==> config.mk <==
export PLATFORM = sky130hd
export DESIGN_NAME = r_peak_detector
export DESIGN_NICKNAME = d
export VERILOG_FILES = /design/src/rtl/r_peak_detector.sv
export SDC_FILE = /design/constraint.sdc
export NUM_CORES = 1
export LEC_CHECK = 0
export BUFFER_PORTS_ARGS = -buffer_cell sky130_fd_sc_hd__buf_2
export CORE_MARGIN = 2
export CORE_UTILIZATION = 45
export DETAILED_ROUTE_END_ITERATION = 6
export PLACE_DENSITY = 0.74
export SLEW_MARGIN = 20
export SYNTH_ARGS = -nofsm -noshare
export SYNTH_HDL_FRONTEND = slang
export SYNTH_SLANG_ARGS = --single-unit
==> constraint.sdc <==
create_clock -name clk -period 4 [get_ports clk]
set_input_delay 0.6 -clock clk [delete_from_list [all_inputs] [get_ports clk]]
set_output_delay 0.6 -clock clk [all_outputs]
set_load 0.005 [all_outputs]
==> src/rtl/r_peak_detector.sv <==
// R-peak detector: signed first difference of the filtered ECG stream drives a
// rise/fall slope FSM with timeout, followed by a refractory hold-off window.
module r_peak_detector #(
  parameter int DATA_W   = 8,
  parameter int TH_POS   = 9,
  parameter int TH_NEG   = -6,
  parameter int MAX_RISE = 32,
  parameter int REFRACT  = 50,
  parameter int RR_W     = 12
) (
  input  logic              clk,
  input  logic              rst,
  input  logic              in_valid,
  input  logic [DATA_W-1:0] d_in,
  output logic [DATA_W:0]   diff,
  output logic              peak_valid,
  output logic [DATA_W-1:0] peak_amp,
  output logic [RR_W-1:0]   rr_interval,
  output logic              busy
);

  localparam int RISE_W = (MAX_RISE > 1) ? $clog2(MAX_RISE) : 1;
  localparam int REF_W  = (REFRACT > 1) ? $clog2(REFRACT) : 1;

  localparam logic signed [DATA_W:0] TH_POS_D  = (DATA_W+1)'(TH_POS);
  localparam logic signed [DATA_W:0] TH_NEG_D  = (DATA_W+1)'(TH_NEG);
  localparam logic [RISE_W-1:0]      RISE_LAST = RISE_W'(MAX_RISE - 1);
  localparam logic [REF_W-1:0]       REF_LAST  = REF_W'(REFRACT - 1);
  localparam logic [RISE_W-1:0]      RISE_ONE  = RISE_W'(1);
  localparam logic [REF_W-1:0]       REF_ONE   = REF_W'(1);
  localparam logic [RR_W-1:0]        RR_ONE    = RR_W'(1);
  localparam logic [RR_W-1:0]        RR_MAX    = {RR_W{1'b1}};

  // The peak-output step is folded into the RISE->REFRACT transition.
  typedef enum logic [1:0] {
    IDLE    = 2'd0,
    RISE    = 2'd1,
    REFRACT_ST = 2'd2
  } state_t;

  state_t                   state;
  logic [DATA_W-1:0]        d_prev;
  logic                     prev_ok;
  logic [DATA_W-1:0]        amp_max;
  logic [RISE_W-1:0]        rise_cnt;
  logic [REF_W-1:0]         ref_cnt;
  logic [RR_W-1:0]          rr_cnt;

  logic signed [DATA_W:0]   diff_c;
  logic                     is_rise;
  logic                     is_fall;
  logic [DATA_W-1:0]        amp_next;
  logic [RR_W-1:0]          rr_inc;

  function automatic logic [DATA_W-1:0] max_u(input logic [DATA_W-1:0] a,
                                              input logic [DATA_W-1:0] b);
    return (a > b) ? a : b;
  endfunction

  // Slope, threshold compares and saturating RR increment for the current sample.
  always_comb begin
    diff_c   = $signed({1'b0, d_in}) - $signed({1'b0, d_prev});
    is_rise  = (diff_c >= TH_POS_D);
    is_fall  = (diff_c <= TH_NEG_D);
    amp_next = max_u(amp_max, d_in);
    rr_inc   = (rr_cnt == RR_MAX) ? rr_cnt : rr_cnt + RR_ONE;
  end

  // Sample-strobed detector FSM with registered outputs.
  always_ff @(posedge clk or negedge rst) begin
    if (!rst) begin
      state       <= IDLE;
      d_prev      <= '0;
      prev_ok     <= 1'b0;
      amp_max     <= '0;
      rise_cnt    <= '0;
      ref_cnt     <= '0;
      rr_cnt      <= '0;
      diff        <= '0;
      peak_valid  <= 1'b0;
      peak_amp    <= '0;
      rr_interval <= '0;
      busy        <= 1'b0;
    end else begin
      peak_valid <= 1'b0;
      if (in_valid) begin
        d_prev  <= d_in;
        prev_ok <= 1'b1;
        rr_cnt  <= rr_inc;
        diff    <= prev_ok ? diff_c : '0;
        if (prev_ok) begin
          case (state)
            IDLE: begin
              if (is_rise) begin
                state    <= RISE;
                amp_max  <= d_in;
                rise_cnt <= '0;
                busy     <= 1'b1;
              end
            end
            RISE: begin
              amp_max <= amp_next;
              if (is_fall) begin
                peak_valid  <= 1'b1;
                peak_amp    <= amp_next;
                rr_interval <= rr_cnt;
                rr_cnt      <= RR_ONE;
                ref_cnt     <= '0;
                state       <= REFRACT_ST;
              end else if (rise_cnt == RISE_LAST) begin
                state <= IDLE;
                busy  <= 1'b0;
              end else begin
                rise_cnt <= rise_cnt + RISE_ONE;
              end
            end
            REFRACT_ST: begin
              if (ref_cnt == REF_LAST) begin
                state <= IDLE;
                busy  <= 1'b0;
              end else begin
                ref_cnt <= ref_cnt + REF_ONE;
              end
            end
            default: begin
              state <= IDLE;
              busy  <= 1'b0;
            end
          endcase
        end
      end
    end
  end

endmodule

=== Word level (Yosys, flattened, before mapping) ===
Cells that the tools add are included.
Widths: inputs -> output; s select.

* Register bits after elaboration: 73
* Logic and storage cells: 70
* Output and inout bits: 31

* Mux-type cells: 29
* Magnitude comparators: 3
* Eq/ne operators: 13
* Reductions and logical operators: 9
* $add $sub $neg: 4

{| class="wikitable"
|+ Operators with widths
! operator !! count
|-
| $mux 12 || 4
|-
| $mux 8 || 2
|-
| $pmux 8 s2 || 1
|-
| $mux 5 || 3
|-
| $ne 2x2->1 const B || 7
|-
| $add 12x1->12 const B || 1
|-
| $eq 12x12->1 const B || 1
|-
| $mux 6 || 2
|-
| $pmux 6 s2 || 1
|-
| $reduce_and 6->1 || 2
|-
| $pmux 5 s2 || 1
|-
| $reduce_and 5->1 || 2
|-
| $ge 9x5->1 const B || 1
|-
| $le 9x4->1 const B || 1
|-
| $mux 9 || 1
|-
| $sub 8x8->9 || 1
|-
| $gt 8x8->1 || 1
|-
| $mux 1 || 8
|-
| $mux 2 || 4
|-
| $reduce_and 4->1 || 2
|-
| $add 6x1->6 const B || 1
|-
| $eq 6x6->1 const B || 1
|-
| $pmux 2 s3 || 1
|-
| $add 5x1->5 const B || 1
|-
| 7 further kinds || 8
|}

=== Longest topological paths before layout ===
Gate-level depths: netlist of run 1.

* Word-level depth: 6
* Gate-level depth with buffers: 12

=== Worst setup path before layout of run 1 ===
Ideal clock, no wire load.

* Kind: in2reg
* From: input port d_in[0]
* To: register rr_interval[10]
* Stages on the path: 11
* Slack: 777 ps
* Arrival: 3098 ps
* Cell sequence: inv_1 > ha_1 > fa_1 > nor2b_1 > o311a_1 > o31a_1 > or3_4 > o41ai_4 > nor4_2 > buf_6 > mux2_4

* Word-level cells in the longest chain between the ends: 3

{| class="wikitable"
|+ RTL lines
! element !! RTL line !! RTL
|-
| start: declaration || 14 || <nowiki>input logic [DATA_W-1:0] d_in,</nowiki>
|-
| $sub 8x8->9 || 62 || <nowiki>diff_c = $signed({1'b0, d_in}) - $signed({1'b0, d_prev});</nowiki>
|-
| $le 9x4->1 || 64 || <nowiki>is_fall = (diff_c <= TH_NEG_D);</nowiki>
|-
| $reduce_and 4->1 (no source line) || n/a ||
|-
| end signal: assignment || 106 || <nowiki>rr_interval <= rr_cnt;</nowiki>
|-
| end: declaration || 18 || <nowiki>output logic [RR_W-1:0] rr_interval,</nowiki>
|}

Every way passes these cells.
A chain may end at the register's enable or synchronous reset.

=== Worst setup path after layout of run 1 ===
* From: input port d_in[0]
* To: register rr_interval[9]

Same word-level chain as after synthesis.

==> results of run 1 <==
==> stage by stage <==
stage	hold WS, ns	setup slack [ns]	utilization [%]	std cells
floorplan	0.304	0.777	-	377
global placement	0.487	0.399	50.1	513
detailed placement	0.486	0.317	50.1	513
CTS	0.289	0.685	52.4	529
global route	0.324	0.504	52.4	529
finish	0.278	0.670	52.4	529
==> kinds of logic (layout without fill, tap and decap cells) <==
logic type	Yosys count	in the layout	synth area share (%)
compound gates	87	87	14.7
xor+xnor	13	13	2.97
fa+ha+maj	22	22	7.37
buf+inv	44	91	4.79
flops	73	73	47.6
mux	22	22	7.37
simple gates	116	116	15.2
==> registers in the layout, indices dropped and copies added (netlist names) <==
signal       cells
amp_max          8
rr_interval     12
ref_cnt          6
prev_ok          1
busy             1
rr_cnt          12
rise_cnt         5
diff             9
state            2
peak_valid       1
d_prev           8
peak_amp         8
==> power by group through the flow <==
| stage | Sequential [uW] | Combinational, uW | Clock (uW) |
|---|---|---|---|
| detailed placement | 1110 | 872 | 0 |
| CTS | 1100 | 885 | 580 |
| floorplan | 1080 | 632 | 0 |
| global route | 1140 | 999 | 615 |
| global placement | 1110 | 839 | 0 |
| finish | 1100 | 873 | 564 |
==> layer usage <==
metal	track usage [%]	vias up	wire [um]
li1	-	1424	-
met1	26.1	1403	3690
met2	27.4	50	3460
met3	3.68	9	342
met4	7.39	0	123
met5	0	-	0
==> placed cells by master, fill, tap and decap left out, types with 4 or more instances in the layout <==
| cell | n |
|---|---|
| dfrtp_1 | 73 |
| buf_2 | 41 |
| nor2_1 | 34 |
| inv_1 | 31 |
| a21oi_1 | 27 |
| nand2_1 | 25 |
| ha_1 | 21 |
| o21ai_0 | 20 |
| nand4_1 | 10 |
| nand3_1 | 10 |
| mux2_4 | 10 |
| mux2_2 | 10 |
| clkbuf_8 | 10 |
| xor2_1 | 9 |
| o22ai_1 | 8 |
| and3_1 | 7 |
| nor2b_1 | 5 |
| nor3_1 | 5 |
| xnor2_1 | 4 |
| o31ai_1 | 4 |
==> worst max-delay path: stages <==
cell     delay [ns]
buf_2          0.12
inv_1          0.09
ha_1           0.19
fa_1           0.21
nor2b_1        0.07
o311a_1        0.30
o31a_1         0.29
or3_4          0.43
o41ai_4        0.54
nor4_4         0.05
buf_4          0.29
mux2_4         0.36
==> worst max path at each step <==
stage                           end  slack, ns  depth (start not counted)
CTS                  rr_interval[9]       0.69                         12
global route         rr_interval[9]       0.50                         12
detailed placement   rr_interval[9]       0.32                         12
floorplan           rr_interval[10]       0.78                         11
finish               rr_interval[9]       0.67                         12
global placement     rr_interval[3]       0.40                         12
==> final cells by class <==
type	count	area [um^2]	area share, %
multi-input cells	260	1840	42.4
clock inverters	3	40.0	0.925
well taps	105	131	3.04
inverters	31	116	2.69
flip-flops and latches	73	1830	42.2
clock buffers	13	149	3.44
repair buffers	44	228	5.26
==> impl_metrics.ini, run 1 <==
[run_status]
outcome = completed

[floorplan]
initial_core_util_pct = 46.5
io_pins = 42
die_y_um = 96.3
dieWidth_um = 96.3
dieArea_mm2 = 0.00928
rows = 33
coreArea_mm2 = 0.00826

[setup_path]
crit_fanout = 41
rr_worst_depth = 10
timing.rr.end = rr_interval[9]
r2r-start = d_prev[2]
ff2ff_setup_slack_ns = 0.72
startpoint = d_in[0]
start_kind = input port
crit_type = in2reg
required_ns = 4.23
arrival_ns = 3.56
end_kind = flop

[grt]
grt_max_degree = 45
first_global_vias = 2805
grt_pass1_wl_mm = 13.2
grtUsageTotal_pct = 18.3
grt-ovfl-total = 0
antenna_found_initial = 0

[sta]
rsz0062_at_grt = false
slew_headroom_pct = 47.6
setup_viol = 0
max_clock_freq_mhz = 300
min_period_ns = 3.33
finalMaxSlewViolations = 0
hold_violations = 0
skew_ns = 0.0102
min_period_over_period_pct = 83.3
setup_tns_ns = 0
worst_pin_slew_ns = 0.784

[pwr]
combPwrFrac_pct = 34.4
p_clk_share_pct = 22.2
p_per_area_mw_per_mm2 = 587
p_switching_uw = 895
ir_drop_v = 0.000223
p_leak_uw = 0.00210
switching_share_pct = 35.2
power_frac_seq_pct = 43.4
finalPower_uw = 2540
internal_power_uw = 1650

[synth]
synthesis.nets = 410
ys.flop_type = dfrtp_1
synth.top_cell.area_share_pct = 47.6
ys_seq_area_share_pct = 47.6
yosys_warnings = 0
async_flop_share_pct = 100
synth_top_cell_by_area = dfrtp_1
yosysMostFrequentCell = dfrtp_1
synthTopCellsByCount = 73 x dfrtp_1, 34 x nor2_1, 31 x inv_1, 27 x a21oi_1, 25 x nand2_1
synth_edf_count = 0
synthCells = 377
synthTopCellsByArea = dfrtp_1 48%, ha_1 6.8%, mux2_4 3.9%
synth-seq-cells = 73
syn_avg_cell_area_um2 = 10.2
synth_area_mm2 = 0.00384
synth_cell_type_count = 52

[drt]
drc = 0
first_pass_iters = 4
drtAntennaViolNets = 0
wl_per_cell_um = 14.4
via_per_inst = 5.46
drt-total-wl_mm = 7.62
drt_iter0_markers = 99
vias = 2886

[layout]
nets = 452
drive_above_1_share_pct = 20.0
final_area_mm2 = 0.00433
area_growth_pct = 12.7
diodes = 0
nFillCells = 746

[place]
port_buffers = 41
post_dp_cell_area_mm2 = 0.00414
hpwl_mm = 5.38
place.gp.congestion = 0.873

[clock_network]
cts_tree = built
postCtsResizedCells = 0
cts_buffers = 9
clockRootBuffer = clkbuf_8
cts_sinks = 73
clock_path_buffers = 2
htreeDepth = 3
postCtsHoldBufs = 0
cts.clk_slew.worst_paths_ns = 0.07
post_cts_buffers = 0
clk_latency_ns = 0.35

[job]
cap_violations = 0

[min_path]
hold_path_class = in2async
No activity file was read; power rests on OpenSTA's default activity.
==> run 2, diff against run 1 <==
- PLACE_DENSITY: 0.74 -> 0.76
- clock period: 4 -> 3 ns (I/O delays scaled with it)
==> impl_metrics.ini, run 2 (same netlist as run 1, synthesis figures left out) <==
[clock_network]
clock_path_buffers = 2
cts_tree = built
cts.clk_slew.worst_paths_ns = 0.08
clockRootBuffer = clkbuf_8
htreeDepth = 3
clk_latency_ns = 0.36
cts_sinks = 73
cts_buffers = 9

[setup_path]
crit_type = reg2reg
start_kind = flop
crit_fanout = 7
arrival_ns = 3.23
rr_worst_depth = 11
end_kind = flop
required_ns = 3.25

[floorplan]
die_y_um = 96.3
io_pins = 42
rows = 33
dieArea_mm2 = 0.00928
initial_core_util_pct = 46.5
dieWidth_um = 96.3
coreArea_mm2 = 0.00826

[sta]
finalMaxSlewViolations = 0
worst_slack_ns = 0.0179
max_clock_freq_mhz = 335
hold_ws_ns = 0.282
setup_tns_ns = 0
min_period_ns = 2.98
slew_headroom_pct = 40.1
hold_violations = 0
min_period_over_period_pct = 99.4
rsz0062_at_grt = true
setup_viol = 0
skew_ns = 0.00792
worst_pin_slew_ns = 0.899

[drt]
drt_iter0_markers = 108
vias = 3055
wl_per_cell_um = 14.9
first_pass_iters = 4
drc = 0
via_per_inst = 5.40
drt-total-wl_mm = 8.42
drtAntennaViolNets = 0

[layout]
nets = 489
final_cells = 566
layout_commonest_cell = dfrtp_1
drive_above_1_share_pct = 31.0
reg_top3 = rr_cnt x12, rr_interval x12, diff x9
area_growth_pct = 25.9
post-route-util_pct = 58.5
nFillCells = 681
final_cell_mix = 73 x dfrtp_1, 41 x buf_2, 34 x buf_4
diodes = 0

[min_path]
hold_path_class = in2async

[grt]
grt-ovfl-total = 0
antenna_found_initial = 0
grt_max_degree = 74
first_global_vias = 2945
grtUsageTotal_pct = 19.6
grt_pass1_wl_mm = 13.9

[run_status]
outcome = completed

[place]
hpwl_mm = 5.70
port_buffers = 41
place.gp.congestion = 0.880
place_ws_ns = -0.267
dp.cells = 546

[pwr]
p_leak_uw = 0.00233
p_per_area_mw_per_mm2 = 801
ir_drop_v = 0.000447

[job]
cap_violations = 0
[run 2: cell types whose count changed in the layout (fill, tap and decap cells not counted), moves of 3 or more]
cell     previous run  this run
buf_12              0         4
o21ai_0            20        17
nor2_1             34        29
buf_4               3        34
nor2_2              0         4
o21ai_1             0         3
[run 2: through the flow]
| stage | area [um^2] | power, uW |
|---|---|---|
| after floorplan | 3850 | 2300 |
| after global placement | 4430 | 2740 |
| after detailed placement | 4430 | 2800 |
| after CTS | 4720 | 3820 |
| after global routing | 4830 | 4130 |
| final | 4830 | 3870 |
[run 2: repair_timing]
item	in CTS	in global routing
buffers inserted	1	3
endpoints found under the hold margin	0	0
gates resized for setup	3	24
endpoints found under the setup margin	25	39
pin swaps	0	7
hold buffers	0	0
[run 2: per-layer routing]
metal	wire, um	up-vias	track usage, %	part of all wire (%)
met5	0	-	0	0
met1	3970	1471	27.4	47
met3	372	19	4.07	4.4
met4	200	0	9.04	2.4
li1	-	1492	-	-
met2	3880	73	29.2	46
[run 2: path summary, 6_finish.rpt]
kind	slack (ns)	end	startpoint
worst min register to register	0.51	rr_interval[0]	rr_interval[0]
worst min-delay path	0.28	peak_amp[2]	rst
min in group clk	0.37	d_prev[1]	d_in[1]
worst max-delay path	0.02	rr_interval[6]	d_prev[2]
worst max register to register	0.02	rr_interval[6]	d_prev[2]
max in group asynchronous	2.12	diff[6]	rst
[run 2: layout make-up]
cell class | instances | area [um^2] | share of cell area [%]
Clock buffer | 12 | 155 | 3.21
Timing Repair Buffer | 81 | 567 | 11.7
Tap cell | 105 | 131 | 2.72
Sequential cell | 73 | 1830 | 37.8
Clock inverter | 4 | 98.8 | 2.05
Multi-Input combinational cell | 260 | 1940 | 40.1
Inverter | 31 | 116 | 2.41
[run 2: critical path: stages (launching register included)]
cell and delay [ns]:
dfrtp_1 0.38, inv_2 0.08, ha_4 0.20, nor2b_2 0.15, o311a_1 0.30, o31a_1 0.30
or3_4 0.37, o41ai_4 0.44, nor4_4 0.07, buf_12 0.16, buf_12 0.13, mux2_4 0.29
[run 2: where the power goes]
| part | internal, uW | leakage [uW] | switching [uW] | total, uW |
|---|---|---|---|---|
| clock network | 600 | 0.000127 | 383 | 983 |
| registers | 1250 | 0.000917 | 225 | 1480 |
| logic | 704 | 0.00129 | 702 | 1410 |
| total | 2560 | 0.00233 | 1310 | 3870 |
==> run 3, diff against run 2 <==
- CTS_BUF_LIST: default -> sky130_fd_sc_hd__clkbuf_4 sky130_fd_sc_hd__clkbuf_8
- PLACE_DENSITY: 0.76 -> 0.74
- clock period: 3 -> 2.8 ns (I/O delays scaled with it)
==> impl_metrics.ini, run 3 (same netlist as run 1, synthesis figures left out) <==
[run_status]
outcome = finished with violations
violations = setup timing

[sta]
worst_pin_slew_ns = 0.649
setup_viol = 34
min_period_over_period_pct = 106
rsz0062_at_grt = true
min_period_ns = 2.97
hold_violations = 0
worst_slack_ns = -0.169
slew_headroom_pct = 56.7
finalMaxSlewViolations = 0
max_clock_freq_mhz = 337
skew_ns = 0.0108

[setup_path]
timing.rr.end = rise_cnt[4]
cpPeakStageDelay_ns = 0.42
ff2ff_setup_slack_ns = -0.17
start_kind = flop
startpoint = d_prev[0]
required_ns = 3.04
critPathBufInv = 2
arrival_ns = 3.21
path_depth = 12
crit_fanout = 5
crit_top_cell = buf_4
crit_slowest_cell = dfrtp_1
crit_type = reg2reg
path_cells = ha_4, fa_2, nor2b_4, o31ai_2, xor2_1, or3b_4, o41ai_4, buf_4, buf_4, nand3_4, and3_4, a31o_1
crit_family = simple AND/OR/NAND/NOR gates
end_kind = flop
rr_worst_depth = 12
r2r-start = d_prev[0]

[clock_network]
cts_sinks = 73
cts_tree = built
cts_buffers = 9
clk_latency_ns = 0.35
clock_path_buffers = 2
clockRootBuffer = clkbuf_8
cts.clk_slew.worst_paths_ns = 0.08
htreeDepth = 3

[place]
place.gp.congestion = 0.888
port_buffers = 41
place_ws_ns = -0.392
hpwl_mm = 5.84

[layout]
diodes = 0
layout_commonest_cell = dfrtp_1
nets = 489
reg_top3 = rr_cnt x12, rr_interval x12, diff x9
drive_above_1_share_pct = 32.8
area_growth_pct = 27.8
nFillCells = 675
final_cell_mix = 73 x dfrtp_1, 41 x buf_2, 32 x buf_4
seq_area_mm2 = 0.00183
multiInputGateArea_mm2 = 0.00200

[grt]
grtUsageTotal_pct = 20.3
grt-ovfl-total = 0
first_global_vias = 3066
antenna_found_initial = 0
grt_max_degree = 47
grt_pass1_wl_mm = 14.5

[pwr]
finalPower_uw = 4190
p_per_area_mw_per_mm2 = 854
ir_drop_v = 0.000471
p_leak_uw = 0.00235

[floorplan]
io_pins = 42
rows = 33
coreArea_mm2 = 0.00826
dieArea_mm2 = 0.00928
dieWidth_um = 96.3
die_y_um = 96.3
initial_core_util_pct = 46.5

[drt]
first_pass_iters = 4
vias = 3076
drt-total-wl_mm = 8.76
drc = 0
wl_per_cell_um = 15.5
drtAntennaViolNets = 0
drt_iter0_markers = 164
via_per_inst = 5.43

[min_path]
hold_path_class = in2async

[job]
cap_violations = 0
## run 3: cell count changes in the layout (fill, tap and decap cells not counted), moves of 2 or more
cell      before  now
buf_4         34   32
clkbuf_8      11    9
nor2_1        29   31
buf_6          1    4
## run 3: how the worst max path moves through the flow
stage                           end  slack [ns]
floorplan           rr_interval[10]       -0.06
global placement     rr_interval[5]       -0.31
detailed placement       ref_cnt[0]       -0.39
CTS                  rr_interval[3]       -0.12
global route         rr_interval[0]       -0.28
finish                  rise_cnt[4]       -0.17
## run 3: per-stage QoR
stage	instances	setup TNS [ns]	hold slack, ns	utilization [%]	cell area, um^2
4_1_cts	564	-1.98	0.105	58.3	4810
3_3_place_gp	545	-11.38	0.474	54.0	4460
2_1_floorplan	377	-0.604	0.124	-	3890
5_1_grt	566	-8.70	0.127	59.4	4910
6_report	566	-2.44	0.0858	59.4	4910
3_5_place_dp	545	-13.37	0.480	54.0	4460
## run 3: per-layer routing
metal | part of all wire [%] | track usage (%)
met5 | 0 | 0
met1 | 46 | 27.3
met2 | 50 | 32.7
met4 | 1.4 | 8.45
met3 | 3.3 | 3.21
## run 3: final cells by class
type                       count  area share [%]
clock buffer                   9            2.52
clock inverter                 7            2.58
inverter                      31            2.63
multi-input combinational    260            40.8
sequential                    73            37.2
tap                          105            2.68
timing repair buffer          81            11.5
## run 3: power breakdown
| group | switching, uW | internal (uW) | leakage, uW |
|---|---|---|---|
| registers | 252 | 1340 | 0.000917 |
| clock network | 422 | 602 | 0.000122 |
| logic | 788 | 783 | 0.00131 |
| total | 1460 | 2730 | 0.00235 |
## run 3: timing repair
item                                    4_1_cts  5_1_grt
endpoints found under the setup margin       46       52
hold buffers                                  0        0
cloned                                        0        0
resized for setup                            17       18
buffers inserted                              3        3
pin swaps                                     4        5
